### src/rtl/fifo_read_ctrl.sv
// Read-side FIFO controller: issues pops against a 1-cycle-latency read port,
// holds returned words in a 2-entry skid buffer and streams them out on valid/ready.
module fifo_read_ctrl #(
   parameter int DATAWIDTH = 8,
   parameter int CNTWIDTH  = 16
) (
   input  logic                 i_rd_clk,
   input  logic                 i_rd_rst,
   input  logic                 i_enable,
   input  logic                 i_fifo_empty,
   input  logic [DATAWIDTH-1:0] i_fifo_rd_data,
   output logic                 o_fifo_rd_en,
   output logic [DATAWIDTH-1:0] o_out_data,
   output logic                 o_out_valid,
   input  logic                 i_out_ready,
   output logic [CNTWIDTH-1:0]  o_word_count,
   output logic                 o_busy
);

   typedef enum logic [1:0] {IDLE, RUN, DRAIN} state_t;

   state_t               r_state;
   logic [1:0]           r_occ;
   logic                 r_inflight;
   logic [DATAWIDTH-1:0] r_buf0;
   logic [DATAWIDTH-1:0] r_buf1;
   logic [CNTWIDTH-1:0]  r_word_count;

   logic                 w_pop;
   logic [1:0]           w_slots;
   logic [1:0]           w_occ_after_pop;
   logic                 w_rd_en;

   assign w_pop           = (r_occ != 2'd0) & i_out_ready;
   assign w_slots         = r_occ + {1'b0, r_inflight};
   assign w_occ_after_pop = r_occ - {1'b0, w_pop};

   // A read may reissue with both slots committed only when the head leaves this cycle.
   assign w_rd_en = i_rd_rst & i_enable & ~i_fifo_empty &
                    ((w_slots < 2'd2) | ((w_slots == 2'd2) & w_pop));

   assign o_fifo_rd_en = w_rd_en;
   assign o_out_data   = r_buf0;
   assign o_out_valid  = (r_occ != 2'd0);
   assign o_word_count = r_word_count;
   assign o_busy       = (r_state != IDLE);

   // Head lives in r_buf0; a returning word lands after any same-edge shift.
   always_ff @(posedge i_rd_clk or negedge i_rd_rst) begin
      if (!i_rd_rst) begin
         r_buf0       <= '0;
         r_buf1       <= '0;
         r_occ        <= 2'd0;
         r_inflight   <= 1'b0;
         r_word_count <= '0;
      end else begin
         if (w_pop) begin
            r_buf0 <= r_buf1;
         end
         if (r_inflight) begin
            if (w_occ_after_pop == 2'd0) begin
               r_buf0 <= i_fifo_rd_data;
            end else begin
               r_buf1 <= i_fifo_rd_data;
            end
         end
         r_occ      <= w_occ_after_pop + {1'b0, r_inflight};
         r_inflight <= w_rd_en;
         if (w_pop) begin
            r_word_count <= r_word_count + {{(CNTWIDTH-1){1'b0}}, 1'b1};
         end
      end
   end

   always_ff @(posedge i_rd_clk or negedge i_rd_rst) begin
      if (!i_rd_rst) begin
         r_state <= IDLE;
      end else begin
         case (r_state)
            IDLE: begin
               if (w_rd_en) begin
                  r_state <= RUN;
               end
            end
            RUN: begin
               if (!i_enable && (w_slots != 2'd0)) begin
                  r_state <= DRAIN;
               end else if ((w_slots == 2'd0) && !w_rd_en) begin
                  r_state <= IDLE;
               end
            end
            DRAIN: begin
               if (i_enable && w_rd_en) begin
                  r_state <= RUN;
               end else if (w_slots == 2'd0) begin
                  r_state <= IDLE;
               end
            end
            default: r_state <= IDLE;
         endcase
      end
   end

endmodule

### config.mk
export PLATFORM = sky130hd
export DESIGN_NAME = fifo_read_ctrl
export DESIGN_NICKNAME = d
export VERILOG_FILES = /design/src/rtl/fifo_read_ctrl.sv
export SDC_FILE = /design/constraint.sdc
export NUM_CORES = 1
export LEC_CHECK = 0
export CAP_MARGIN = 25
export CORE_MARGIN = 5
export CORE_UTILIZATION = 55
export CTS_BUF_LIST = sky130_fd_sc_hd__clkbuf_4 sky130_fd_sc_hd__clkbuf_8
export DETAILED_ROUTE_END_ITERATION = 10
export GPL_TIMING_DRIVEN = 0
export HOLD_SLACK_MARGIN = 0.05
export PLACE_DENSITY_LB_ADDON = 0.25
export REMOVE_ABC_BUFFERS = 1
export SYNTH_ARGS = -nofsm -noshare
export SYNTH_HDL_FRONTEND = slang
export SYNTH_SLANG_ARGS = --single-unit
### constraint.sdc
create_clock -name i_rd_clk -period 4.8 [get_ports i_rd_clk]
set_clock_uncertainty 0.15 [all_clocks]
set_input_delay 0.96 -clock i_rd_clk [delete_from_list [all_inputs] [get_ports i_rd_clk]]
set_output_delay 0.96 -clock i_rd_clk [all_outputs]
set_load 0.1 [all_outputs]
==> impl_results.md <==
* Post-Synthesis Mean Instance Area at 11.1 sq um
* Reported leakage power at 0.979 nW
* Std-Cell Core Area at 3030 sq um
* Minimum setup slack after placement at 0.168 ns
* # H-tree levels at 2
* Vias after detailed routing at 1277
* Antenna violations before repair at 0
* Hold_buf cts at 0
* Hold/Removal Path Class: flip-flop to flip-flop
* Clock slew at the register clock pins of the worst setup and hold paths at 0.10 ns
* Routability congestion estimate from global placement at 0.742
* Drt drc at 0
* Top-level port count at 40
* Clock period minus worst slack at 4.24 ns
* Critical path data arrival time at 3.13 ns
* Synth area leaders: sky130_fd_sc_hd__dfrtp_1 (54%), sky130_fd_sc_hd__xnor2_1 (7.1%), sky130_fd_sc_hd__mux2_2 (5.2%)
* Post-synthesis cell area at 1720 sq um
* Die X-Extent at 65.9 microns
* Total global routing overflow at 0
* Transition at the pin with the smallest max-transition slack at 0.998 ns
* Critical Path Start Type: primary input
* Number of placement rows at 20
* Total Nets Final at 213
* Most common cell in the synthesized netlist: sky130_fd_sc_hd__dfrtp_1
* Finish-stage setup viols at 0
* Total Wirelength at 3.53 mm
* Final count of hold timing violations at 0
* Run status: complete, no violations
* N_diodes at 0
* Crit path setup slack, layout at 0.559 ns
* Path type of the worst setup path: primary input to output pin
* Drt first-iter violations at 65
* Kind of end point of the critical path: output pin
* Part of the cycle the worst path needs at 88.4%
* Post-detailed-route via-to-cell ratio at 5.32
* Wire length of the first global-routing pass at 6.09 mm
* Wire length per cell after detailed routing at 14.7 microns
* Worst supply voltage drop on vdd at 0.456 mV
* Fraction of layout instances using a drive strength above 1 at 12.2%
* Die Height at 65.9 microns
* TritonCTS clock tree: yes
* Post-synthesis cell type count at 30
* Top flip-flop cell by instance count after synthesis: sky130_fd_sc_hd__dfrtp_1
* DRT Pass-1 Iters at 4
* Number of enable-type register cells in the synthesized netlist at 0
* CTS Buf Count at 5
* Most numerous cell types in the synthesized netlist: sky130_fd_sc_hd__dfrtp_1 (37), sky130_fd_sc_hd__nand2_1 (23), sky130_fd_sc_hd__xnor2_1 (14), sky130_fd_sc_hd__nand3_1 (10)
* RSZ-0062 raised after global routing: false
* Quantity of I/O buffers inserted on ports at 39
* Maximum clock frequency at 0.236 GHz
* Worst EP required at 3.69 ns
* Syn. warnings at 0
* Max-slew violation total from the final report at 0
* Highest net fanout along the worst path at 38
* Clock latency at the later pin of the worst-skew pair at 0.34 ns
* Placed cell areas at 2130 sq um
* Top-area cell type share of the netlist area at 53.9%
* Max-Slew Margin vs Limit at 33.2%
* Post-route cell area at 2190 sq um
* Detail Placement HPWL at 2.59 mm
* Power per unit of standard cell area at 729 nW/um^2
* Cell at the root of the clock tree: sky130_fd_sc_hd__clkbuf_4
* Vias in the first global route at 1380
* Count of nets left with antenna violations after detail routing at 0
* Number of buffers on the longest clock path at 2
* Number of storage elements in the synthesis netlist at 37
* Total routing resource utilization after global routing at 18.7%
* Initial Util at 56.7%
* Die area at 4340 sq um
* Sink count of the clock tree at 37
* Sum of negative setup slack at 0 ns
* Max Cap Violations at 0
* Synthesized instance count at 154
* Maximum number of pins on one net before global-route repair at 39
* Portion of the post-synthesis area used by sequential elements at 53.9%
* Cell accounting for the most synthesized area: sky130_fd_sc_hd__dfrtp_1
* Signed area change from the synthesized netlist to the final layout at 27.7%
* Share of synthesized flip-flops with an asynchronous set or reset at 100%
## layout by cell type (no fill, tap or decap), types with 4 or more instances in the layout
cell type / netlist / routed
sky130_fd_sc_hd__a31oi_1: 9 / 9
sky130_fd_sc_hd__nand3_1: 10 / 10
sky130_fd_sc_hd__clkdlybuf4s50_1: 0 / 37
sky130_fd_sc_hd__and3_1: 4 / 4
sky130_fd_sc_hd__inv_1: 6 / 6
sky130_fd_sc_hd__nor2_1: 9 / 9
sky130_fd_sc_hd__clkbuf_4: 0 / 6
sky130_fd_sc_hd__xnor2_1: 14 / 14
sky130_fd_sc_hd__mux2_2: 8 / 8
sky130_fd_sc_hd__dfrtp_1: 37 / 37
sky130_fd_sc_hd__ha_1: 4 / 4
sky130_fd_sc_hd__nand2_1: 23 / 23
## worst max-delay path: stages
cell and delay, ns:
sky130_fd_sc_hd__buf_2 0.62, sky130_fd_sc_hd__nand2b_1 0.17, sky130_fd_sc_hd__a221oi_1 0.40, sky130_fd_sc_hd__and2_1 0.21
sky130_fd_sc_hd__dlymetal6s2s_1 0.75
## metrics by stage
| step | cells | hold WS (ns) | util (%) | total power [W] |
|---|---|---|---|---|
| floorplan | 150 | 0.331 | - | 0.00122 |
| global placement | 233 | 0.310 | 70.5 | 0.00141 |
| detailed placement | 233 | 0.332 | 70.4 | 0.00144 |
| CTS | 240 | 0.346 | 72.3 | 0.00161 |
| global route | 240 | 0.361 | 72.4 | 0.00168 |
| finish | 240 | 0.339 | 72.4 | 0.00160 |
## area by class of cell
| type | instances | area, sq um |
|---|---|---|
| sequential | 37 | 926 |
| fill | 244 | 836 |
| multi-input combinational | 107 | 742 |
| timing repair buffer | 39 | 388 |
| clock buffer | 7 | 58.8 |
| tap | 44 | 55.1 |
| inverter | 6 | 22.5 |
## sequential cells by signal, indices dropped and copies added, names as in the netlist
register / flops
r_inflight: 1
r_state: 2
o_word_count: 16
o_out_data: 8
r_buf1: 8
r_occ: 2
## metal layers
layer  track usage [%]  wire length (microns)
met5                 0                      0
met4              8.03                     64
met3              4.25                    175
met2              33.2                   1830
met1              21.4                   1470
## final timing paths
kind	from	cells past startpoint	to	slack, ns
min reg2reg	o_word_count[15]	1	o_word_count[15]	0.34
max	i_rd_rst	5	o_fifo_rd_en	0.56
min in group asynchronous	i_rd_rst	1	o_out_data[0]	0.55
max in group asynchronous	i_rd_rst	1	o_out_data[2]	3.43
min	o_word_count[15]	1	o_word_count[15]	0.34
max reg2reg	r_occ[1]	6	r_buf1[0]	1.89
## repair_timing
item                       in CTS  in global routing
buffers inserted                0                  0
gates resized for setup         0                  1
setup endpoints to repair       0                  1
## power breakdown
group,switching (W),internal (W)
clock network,0.0000969,0.0000748
registers,0.0000999,0.000417
logic,0.000656,0.000254
## cell families after synthesis
logic type	Yosys count	synth area share (%)
simple gates	62	17.9
flops	37	53.9
xor+xnor	18	10.3
buf+inv	10	2.84
fa+ha+maj	4	2.92
compound gates	15	6.85
mux	8	5.25
Note: power is estimated with default switching activity, not from simulation.
